$ cat src/rtl/vram_arbiter_if.sv
// vram_arbiter_if: bus bundle between the VRAM arbiter, its video and CPU users and the RAM.
interface vram_arbiter_if #(
    parameter int ADDR_W = 13,
    parameter int DATA_W = 8
);
    logic              vid_req;
    logic [ADDR_W-1:0] vid_addr;
    logic              vid_valid;
    logic [DATA_W-1:0] vid_data;
    logic              cpu_req;
    logic              cpu_we;
    logic [ADDR_W-1:0] cpu_addr;
    logic [DATA_W-1:0] cpu_wdata;
    logic              cpu_ready;
    logic [DATA_W-1:0] cpu_rdata;
    logic              ram_en;
    logic              ram_we;
    logic [ADDR_W-1:0] ram_addr;
    logic [DATA_W-1:0] ram_wdata;
    logic [DATA_W-1:0] ram_rdata;
    logic              cpu_starved;

    modport slave (
        input  vid_req, vid_addr, cpu_req, cpu_we, cpu_addr, cpu_wdata, ram_rdata,
        output vid_valid, vid_data, cpu_ready, cpu_rdata, ram_en, ram_we, ram_addr, ram_wdata,
               cpu_starved
    );
    modport master (
        output vid_req, vid_addr, cpu_req, cpu_we, cpu_addr, cpu_wdata, ram_rdata,
        input  vid_valid, vid_data, cpu_ready, cpu_rdata, ram_en, ram_we, ram_addr, ram_wdata,
               cpu_starved
    );
endinterface

$ cat src/rtl/vram_arbiter.sv
// vram_arbiter: single-port VRAM arbiter, video reads have absolute priority over a CPU req/ready port.
// Define VRAM_ARB_STARVE_DET_EN to build the CPU starvation detector (cpu_starved).
module vram_arbiter #(
    parameter int MAX_WAIT = 64
) (
    input logic           CLK_25MHZ,
    input logic           RESET,
    vram_arbiter_if.slave bus
);
    typedef enum logic {IDLE, DONE} state_t;
    state_t r_state, w_state_nxt;
    logic   r_vid_valid;
    logic   w_vid_gnt, w_cpu_gnt;

    always_comb begin
        w_vid_gnt     = ~RESET & bus.vid_req;
        w_cpu_gnt     = ~RESET & ~bus.vid_req & bus.cpu_req & (r_state == IDLE);
        w_state_nxt   = w_cpu_gnt ? DONE : IDLE;
        bus.ram_en    = w_vid_gnt | w_cpu_gnt;
        bus.ram_we    = w_cpu_gnt & bus.cpu_we;
        bus.ram_addr  = w_vid_gnt ? bus.vid_addr : bus.cpu_addr;
        bus.ram_wdata = bus.cpu_wdata;
    end

    always_ff @(posedge CLK_25MHZ) begin
        if (RESET) begin
            r_state     <= IDLE;
            r_vid_valid <= 1'b0;
        end else begin
            r_state     <= w_state_nxt;
            r_vid_valid <= bus.vid_req;
        end
    end

    // A reset landing in the completion cycle cancels the access, so ready is masked too
    assign bus.cpu_ready = (r_state == DONE) & ~RESET;
    assign bus.vid_valid = r_vid_valid;
    assign bus.vid_data  = bus.ram_rdata;
    assign bus.cpu_rdata = bus.ram_rdata;

`ifdef VRAM_ARB_STARVE_DET_EN
    logic [7:0] r_wait, w_wait_nxt;
    logic       r_starved;

    always_comb begin
        w_wait_nxt = w_cpu_gnt ? 8'd0 :
                     (w_vid_gnt & bus.cpu_req & (r_state == IDLE) & (r_wait < 8'(MAX_WAIT))) ?
                     r_wait + 8'd1 : r_wait;
    end

    always_ff @(posedge CLK_25MHZ) begin
        if (RESET) begin
            r_wait    <= 8'd0;
            r_starved <= 1'b0;
        end else begin
            r_wait    <= w_wait_nxt;
            r_starved <= r_starved | (w_wait_nxt == 8'(MAX_WAIT));
        end
    end

    assign bus.cpu_starved = r_starved;
`else
    assign bus.cpu_starved = 1'b0;
`endif
endmodule
$ cat src/flat_wrapper.sv
// flat-port wrapper written by rule: the top's interface ports become plain ports
module vram_arbiter_flat 
#(
    parameter int MAX_WAIT = 64
)
  (CLK_25MHZ, RESET, bus_vid_req, bus_vid_addr, bus_cpu_req, bus_cpu_we, bus_cpu_addr, bus_cpu_wdata, bus_ram_rdata, bus_vid_valid, bus_vid_data, bus_cpu_ready, bus_cpu_rdata, bus_ram_en, bus_ram_we, bus_ram_addr, bus_ram_wdata, bus_cpu_starved);
  vram_arbiter_if bus_i ();
  input logic CLK_25MHZ;
  input logic RESET;
  input wire logic [$bits(bus_i.vid_req)-1:0] bus_vid_req;
  input wire logic [$bits(bus_i.vid_addr)-1:0] bus_vid_addr;
  input wire logic [$bits(bus_i.cpu_req)-1:0] bus_cpu_req;
  input wire logic [$bits(bus_i.cpu_we)-1:0] bus_cpu_we;
  input wire logic [$bits(bus_i.cpu_addr)-1:0] bus_cpu_addr;
  input wire logic [$bits(bus_i.cpu_wdata)-1:0] bus_cpu_wdata;
  input wire logic [$bits(bus_i.ram_rdata)-1:0] bus_ram_rdata;
  output wire logic [$bits(bus_i.vid_valid)-1:0] bus_vid_valid;
  output wire logic [$bits(bus_i.vid_data)-1:0] bus_vid_data;
  output wire logic [$bits(bus_i.cpu_ready)-1:0] bus_cpu_ready;
  output wire logic [$bits(bus_i.cpu_rdata)-1:0] bus_cpu_rdata;
  output wire logic [$bits(bus_i.ram_en)-1:0] bus_ram_en;
  output wire logic [$bits(bus_i.ram_we)-1:0] bus_ram_we;
  output wire logic [$bits(bus_i.ram_addr)-1:0] bus_ram_addr;
  output wire logic [$bits(bus_i.ram_wdata)-1:0] bus_ram_wdata;
  output wire logic [$bits(bus_i.cpu_starved)-1:0] bus_cpu_starved;
  assign bus_i.vid_req = bus_vid_req;
  assign bus_i.vid_addr = bus_vid_addr;
  assign bus_i.cpu_req = bus_cpu_req;
  assign bus_i.cpu_we = bus_cpu_we;
  assign bus_i.cpu_addr = bus_cpu_addr;
  assign bus_i.cpu_wdata = bus_cpu_wdata;
  assign bus_i.ram_rdata = bus_ram_rdata;
  assign bus_vid_valid = bus_i.vid_valid;
  assign bus_vid_data = bus_i.vid_data;
  assign bus_cpu_ready = bus_i.cpu_ready;
  assign bus_cpu_rdata = bus_i.cpu_rdata;
  assign bus_ram_en = bus_i.ram_en;
  assign bus_ram_we = bus_i.ram_we;
  assign bus_ram_addr = bus_i.ram_addr;
  assign bus_ram_wdata = bus_i.ram_wdata;
  assign bus_cpu_starved = bus_i.cpu_starved;
  vram_arbiter #(.MAX_WAIT(MAX_WAIT)) u_core (.CLK_25MHZ(CLK_25MHZ), .RESET(RESET), .bus(bus_i));
endmodule
$ cat config.mk
export PLATFORM = sky130hd
export DESIGN_NAME = vram_arbiter_flat
export DESIGN_NICKNAME = d
export VERILOG_FILES = /design/src/rtl/vram_arbiter_if.sv /design/src/rtl/vram_arbiter.sv /design/src/flat_wrapper.sv
export SDC_FILE = /design/constraint.sdc
export NUM_CORES = 1
export LEC_CHECK = 0
export ABC_AREA = 1
export CORE_MARGIN = 1.5
export CORE_UTILIZATION = 19
export CTS_CLUSTER_SIZE = 30
export DETAILED_ROUTE_END_ITERATION = 10
export PLACE_DENSITY = 0.78
export SLEW_MARGIN = 20
export SYNTH_ARGS = -nofsm -noshare
export SYNTH_HDL_FRONTEND = slang
export SYNTH_SLANG_ARGS = --single-unit
$ cat constraint.sdc
create_clock -name CLK_25MHZ -period 0.8 [get_ports CLK_25MHZ]
set_input_delay 0.16 -clock CLK_25MHZ [delete_from_list [all_inputs] [get_ports CLK_25MHZ]]
set_output_delay 0.16 -clock CLK_25MHZ [all_outputs]
set_load 0.005 [all_outputs]
* After elaboration in Yosys (flattened, before gate mapping)
Cells that the tools add are included.
Storage, ports and cells: flip-flop bits (word level) 2, bits in latches 0, memory bits (writable) 0, bits in read-only memories 0, input port bits 47, word-level logic and storage cells 14, memories kept 0
Operators by class: $add $sub $neg 0, $mul 0, div/mod/pow operators 0, magnitude comparators 0, equality and inequality tests 0, shifts and indexed selects 0, multiplexer cells 2, bitwise logic cells 10, reductions and logical operators 0
Operators with widths (number):
- two-way mux 13 bit | 1
- bitwise AND 1 bit | 6
- inverter 1 bit | 3
- two-way mux 1 bit | 1
- bitwise OR 1 bit | 1

* Longest topological paths before layout
Gate-level depths: netlist of the first run.
depth after elaboration 5, gate-level depth with buffers 5, mapped depth without buffers 4

* Worst setup path after synthesis of the first run
OpenSTA, ideal clock, no wires.
path type register -> output, start reg u_core.r_state, end out bus_ram_we, arrival 0.556 ns, slack 0.084 ns, cell stages (with the launch flop) 4, path buffers 0, cell sequence dfxtp_1 nor2_1 nand2_1 nor2_1
On the way: word-level cells in the longest chain between the ends 3
RTL lines:
- start, declared | line vram_arbiter.sv:11 | state_t r_state, w_state_nxt;
- start signal, assigned | line vram_arbiter.sv:30 | r_state <= w_state_nxt;
- inverter 1 bit | line vram_arbiter.sv:17 | w_cpu_gnt = ~RESET & ~bus.vid_req & bus.cpu_req & (r_state == IDLE);
- bitwise AND 1 bit | line vram_arbiter.sv:17
- bitwise AND 1 bit | line vram_arbiter.sv:20 | bus.ram_we = w_cpu_gnt & bus.cpu_we;
- end, declared | line flat_wrapper.sv:22 | output wire logic [$bits(bus_i.ram_we)-1:0] bus_ram_we;
Every way passes these cells.

* Worst setup path in the final report of the first run
Ends and elaborated chain as after synthesis.

==> metrics.txt, run 1 <==
run status complete, but fails checks; failing checks negative setup slack; maximum clock path buffer count 2; clk_lat worst skew 0.22 ns; htree depth 1; Seq/Total Area, Yosys 8.556%; Nets 166; fin cells 145; FILL cells ~250; grt met2 use 21.46%; Final Util 40.52%; smallest setup slack after layout -0.3584 ns; Die ar. 2769 um^2; RSZ-0062 raised after global routing yes; post-synth top area share between 40% and 50%; core area 2276 um^2; Initial Util roughly a fifth; main area contributors after synthesis buf_4, nand2_1, dfxtp_1; Post-Place Cells 134; Fin. Hold Viols 0; largest family of logic cells by synthesized area buffers and inverters; final worst path period need 1.158 ns; CP Class flip-flop to primary output; top-count cell post-synth nand2_1; number of global-route vias before repair 555; IO Count 89; CP dominant cell by count nor2_4; slowest stage delay, CP between 0.3 and 0.4 ns; Synth Area in Compound Gates 0%; CTS tree yes; GR peak layer met2; hold_ws 0.3200 ns; largest net degree at the start of global routing 15; area leader, netlist buf_4; final WL 1.475 mm; vias per cell 3.945; Synth Area in Simple Gates 40.91%; Worst VDD drop 0.4611 mV; clock root cell clkbuf_4; first-pass GRT wire length 2.435 mm; EDFF count, synth 0; Max Freq 0.8633 GHz; Lkg Pwr 0.6041 nW; syn avg cell area between 5 and 6 um^2; Setup-failing EPs final 17; Num CTS Buffers 3; synthesized cell area 467.9 um^2; pre-CTS setup slack -1.054 ns; Mapped Nets 130; Die X 52.63 um; Post-synth ARST share 0%; Post-route DRC 0; Final ANT Viol Nets 0; gr usage total 12.19%; drt wl/cell 10.17 um; DRT iter0 DRCs 4; critical path's slowest cell dfxtp_2; IO buf count 47; post-synth cell types 10; Final Max Tran Viols 0; TritonCTS Sinks 2; crit-path max FO 2; Die H 52.63 um; Adder-Cell Fraction of Synth Area 0%; Worst Hold Class primary input to primary output; critical path startpoint category flip-flop; yosys synthesis warning count 0; Synth Instances 83; GPL Wtd Cong 0.6464; # rows 17; layout cells sized above 1 50.43%; CP delay by family, top flip-flops; Antenna Cells 0; initial antenna violation count 0; Final Cycle Share 144.8%; ys flop type dfxtp_1; Layout area overhead 97.06%; #FFs+latches synth 2; Post-CTS Hold Fix Bufs 0; Worst Path Buf+Inv 2; grt total ovfl 0; CP Capture Type primary output; detailed placement HPWL 1.066 mm; most instantiated cells after synthesis nand2_1, buf_4, inv_1; clock slew at reported path FFs 0.03 ns; crit path DAT 1.00 ns; crit path cell chain nor2_4, nand2_2, buf_6, nor2_4, buf_2; Critical Path RT 0.64 ns; Global Route met3 Usage 5.429%; Setup Skew 0 ns; Post-Synth XOR/XNOR Area 0%; DR pass1 iterations 4; DR vias between 500 and 600; met1 Track Usage GR 11.66%; PD cells between 700 and 800 nW/um^2; Max-Cap Viols 0; mux contribution to synthesized area 0%
-- placed cells by master (no fill, tap or decap), drive strengths merged --
| cell type | count |
|---|---|
| dlymetal6s2s | 11 |
| inv | 6 |
| buf | 29 |
| conb | 1 |
| nor2 | 5 |
| dlygate4sd2 | 16 |
| clkdlybuf4s50 | 1 |
| dfxtp | 2 |
| nand2 | 42 |
| clkbuf | 4 |
-- layer usage --
metal	part of all wire, %	wire [um]
met3	8.3	122
met2	57	835
met4	0.95	14
met5	0	0
met1	34	502
-- power breakdown --
part	switching [mW]	total, mW	internal (mW)
registers	0.00251	0.108	0.106
clock network	0.0562	0.222	0.165
logic	0.157	0.388	0.231
total	0.216	0.718	0.502
-- kinds of logic (layout without fill, tap and decap cells) --
| group | count (synthesis) | count (layout) |
|---|---|---|
| DFF | 2 | 2 |
| other | 1 | 1 |
| buffers and inverters | 33 | 67 |
| and+or+nand+nor | 47 | 47 |
-- sequential cells by signal (all words and copies together) (netlist names) --
register,cells
u_core.bus.vid_valid,1
u_core.r_state,1
-- final timing paths --
check	start	end	slack (ns)	cells past startpoint
worst min-delay path	bus_cpu_wdata[6]	bus_ram_wdata[6]	0.32	0
worst min register to register	u_core.r_state$_SDFF_PP0_	u_core.r_state$_SDFF_PP0_	0.78	6
worst max-delay path	u_core.r_state$_SDFF_PP0_	bus_ram_we	-0.36	5
worst max register to register	u_core.r_state$_SDFF_PP0_	u_core.r_state$_SDFF_PP0_	-0.11	6
-- per-stage QoR --
step	cell area [um^2]	TNS, ns	total power, mW
6_report	922.1	-2.679	0.7179
5_1_grt	922.1	-3.615	0.8178
3_5_place_dp	798.3	-16.85	0.5075
2_1_floorplan	467.9	0	0.3135
3_3_place_gp	798.3	-16.18	0.5007
4_1_cts	872.1	-3.919	0.7363
-- area by class of cell --
cell class	instances	area (um^2)	area share [%]
clock buffer	3	22.52	2.442
inverter	6	25.02	2.714
multi-input combinational	48	274.0	29.72
sequential	2	41.29	4.478
tap	28	35.03	3.799
timing repair buffer	58	524.3	56.85
-- repair_timing --
| action | 4_1_cts | 5_1_grt |
|---|---|---|
| pin swaps | 12 | 18 |
| endpoints found under the hold margin | 0 | 0 |
| setup endpoints to repair | 19 | 18 |
| gates cloned | 1 | 0 |
| gates resized for setup | 114 | 31 |
| buffers inserted | 7 | 2 |
No activity file was read; power rests on OpenSTA's default activity.
==> run 2: changes to the inputs <==
CELL_PAD_IN_SITES_DETAIL_PLACEMENT = 1   (was unset)
CELL_PAD_IN_SITES_GLOBAL_PLACEMENT = 2   (was unset)
CORE_UTILIZATION = 10   (was 19)
PLACE_DENSITY = unset   (was 0.78)
PLACE_DENSITY_LB_ADDON = 0.1   (was unset)
==> run 2 against run 1 <==
  * Clock power increased by 82%
  * Sequential power about the same
  * The run still ends with negative setup slack left
  * Sequential cell count unchanged
  * Clock skew unchanged
  * Total power increased by 37%
  * Die area increased by 84%
  * Combinational power increased by 21%
  * Worst hold slack unchanged
  * Register-to-register slack improved by 0.19 ns
  * Maximum frequency decreased by 1.8%
  * Sequential share of layout area decreased by 0.37 points
  * Critical endpoint is now bus_ram_addr[11]
  * Critical path type is now primary input to primary output
  * Core utilization decreased by 17 points
==> metrics.txt, run 2 (synthesis gave the netlist of run 1 again) <==
combinational group share of total power 47.9% (-6.1 points); Clock power frac 41.0% (+10 points); CTS tree yes; run status complete, but fails checks; Fin. Hold Viols 0 (unchanged); smallest setup slack after layout -0.3790 ns (-0.02065 ns); Worst Path Buf+Inv 6 (+4); FILL cells 547 (+120%); grt total ovfl 0 (unchanged); Final Cycle Share 147.4% (+2.6 points); crit path DAT 1.02 ns (+0.02 ns); maximum clock path buffer count 2 (unchanged); number of global-route vias before repair 661 (+19%); Num CTS Buffers 3 (unchanged); vias per cell 3.411 (-14%); htree depth 1 (unchanged); Worst VDD drop 0.2502 mV (-46%); drt wl/cell 10.71 um (+5.3%); IO buf count 47 (unchanged); internal power 0.7307 mW (+46%); Nets 172 (+3.6%); clock root cell clkbuf_8; # rows 24 (+7); most frequent cells in the layout clkdlybuf4s50_1, nand2_1, nand2_2; Die ar. 5099 um^2 (+84%); Setup-failing EPs final 16 (-1); commonest non-fill, non-tap cell in the layout clkdlybuf4s50_1; CP dominant cell by count buf_6; Final ANT Viol Nets 0 (unchanged); NetSw 0.2530 mW (+17%); Lkg Pwr 0.5330 nW (-12%); failing checks negative setup slack; critical path startpoint category primary input; Post-Place Cells 158 (+18%); Setup Skew 0 ns (unchanged); Layout area overhead 121.4%; TritonCTS Sinks 2 (unchanged); Die H 71.41 um (+36%); Post-CTS Hold Fix Bufs 0 (unchanged); crit-path max FO 3 (+1); DR pass1 iterations 2 (-2); Worst Hold Class primary input to primary output; Final Max Tran Viols 0 (unchanged); Post-route DRC 0 (unchanged); final WL 1.875 mm (+27%); Die X 71.41 um (+36%); slowest stage delay, CP 0.13 ns (-0.19 ns); DR vias 597 (+4.4%); gr usage total 7.596% (-4.6 points); hold_ws 0.3200 ns (unchanged); RSZ-0062 raised after global routing yes; core area 4414 um^2 (+94%); first-pass GRT wire length 3.063 mm (+26%); Final Util 23.47% (-17 points); CP Class primary input to primary output; detailed placement HPWL 1.329 mm (+25%); crit path cell chain buf_6, buf_6, nor2_4, buf_12, buf_16, buf_8, nand2_2, nand2_1, buf_2; CP delay by family, top buffers and inverters; Initial Util 10.60% (-10 points); setup TNS -5.086 ns (-2.407 ns); PD cells 949.5 nW/um^2 (+22%); GPL Wtd Cong 0.7300 (+13%); largest net degree at the start of global routing 15 (unchanged); Critical Path RT 0.64 ns (about the same); DRT iter0 DRCs 2 (-2); Sw Share 25.72% (-4.4 points); layout cells sized above 1 53.66% (+3.2 points); IO Count 89 (unchanged); final worst path period need 1.179 ns (+0.02065 ns); CP Capture Type primary output; Antenna Cells 0 (unchanged); initial antenna violation count 0 (unchanged); sequential share of power 11.1% (-4.0 points); clk_lat worst skew 0.21 ns (about the same); Max-Cap Viols 0 (unchanged); fin cells 175 (+21%); pre-CTS setup slack -1.015 ns (+0.03923 ns); critical path's slowest cell buf_12; Max Freq 0.8481 GHz (-1.8%)
## run 2: cell types whose count changed in the layout (fill, tap and decap cells not counted), moves of 2 or more
cell	change
nor2_2	+2
buf_4	+2
dlygate4sd2_1	-15
dlymetal6s2s_1	-11
clkdlybuf4s50_1	+26
clkbuf_8	+3
buf_6	+5
clkbuf_4	-3
## run 2: repair_timing
action | in CTS | in global routing
pin swaps | 2 | 3
resized for setup | 106 | 12
setup buffers | 12 | 2
setup endpoints to repair | 19 | 17
cloned | 1 | 0
## run 2: through the flow
stage	power, mW	area, um^2
6_report	0.9837	1036
3_5_place_dp	0.5149	828.3
2_1_floorplan	0.3135	467.9
4_1_cts	0.9697	980.9
5_1_grt	1.055	1036
3_3_place_gp	0.5156	828.3
## run 2: final cells by class
type,instances,area (um^2),share of cell area [%]
Sequential cell,2,42.54,4.106
Inverter,6,22.52,2.174
Clock buffer,3,41.29,3.986
Tap cell,52,65.06,6.280
Multi-Input combinational cell,48,255.2,24.64
Timing Repair Buffer,64,609.3,58.82
## run 2: power groups by stage
stage | logic (mW) | registers [mW] | clock network, mW
after floorplan | 0.205 | 0.108 | 0
after global placement | 0.407 | 0.109 | 0
after detailed placement | 0.407 | 0.108 | 0
after CTS | 0.453 | 0.107 | 0.410
after global routing | 0.515 | 0.110 | 0.431
final | 0.471 | 0.109 | 0.404
## run 2: worst paths after layout
path | startpoint | endpoint | slack, ns | cells past startpoint
max | RESET | bus_ram_addr[11] | -0.38 | 9
min | bus_ram_rdata[7] | bus_cpu_rdata[7] | 0.32 | 0
max reg2reg | u_core.r_state$_SDFF_PP0_ | u_core.r_state$_SDFF_PP0_ | 0.08 | 4
min reg2reg | u_core.r_state$_SDFF_PP0_ | u_core.r_state$_SDFF_PP0_ | 0.62 | 4
## run 2: layer usage
layer / wire length [um] / share of wire (%) / global-route usage, %
met5: 0 / 0 / 0
met4: 21 / 1.1 / 3.145
met3: 180 / 9.6 / 2.672
met2: 1039 / 55 / 14.20
met1: 634 / 34 / 7.562
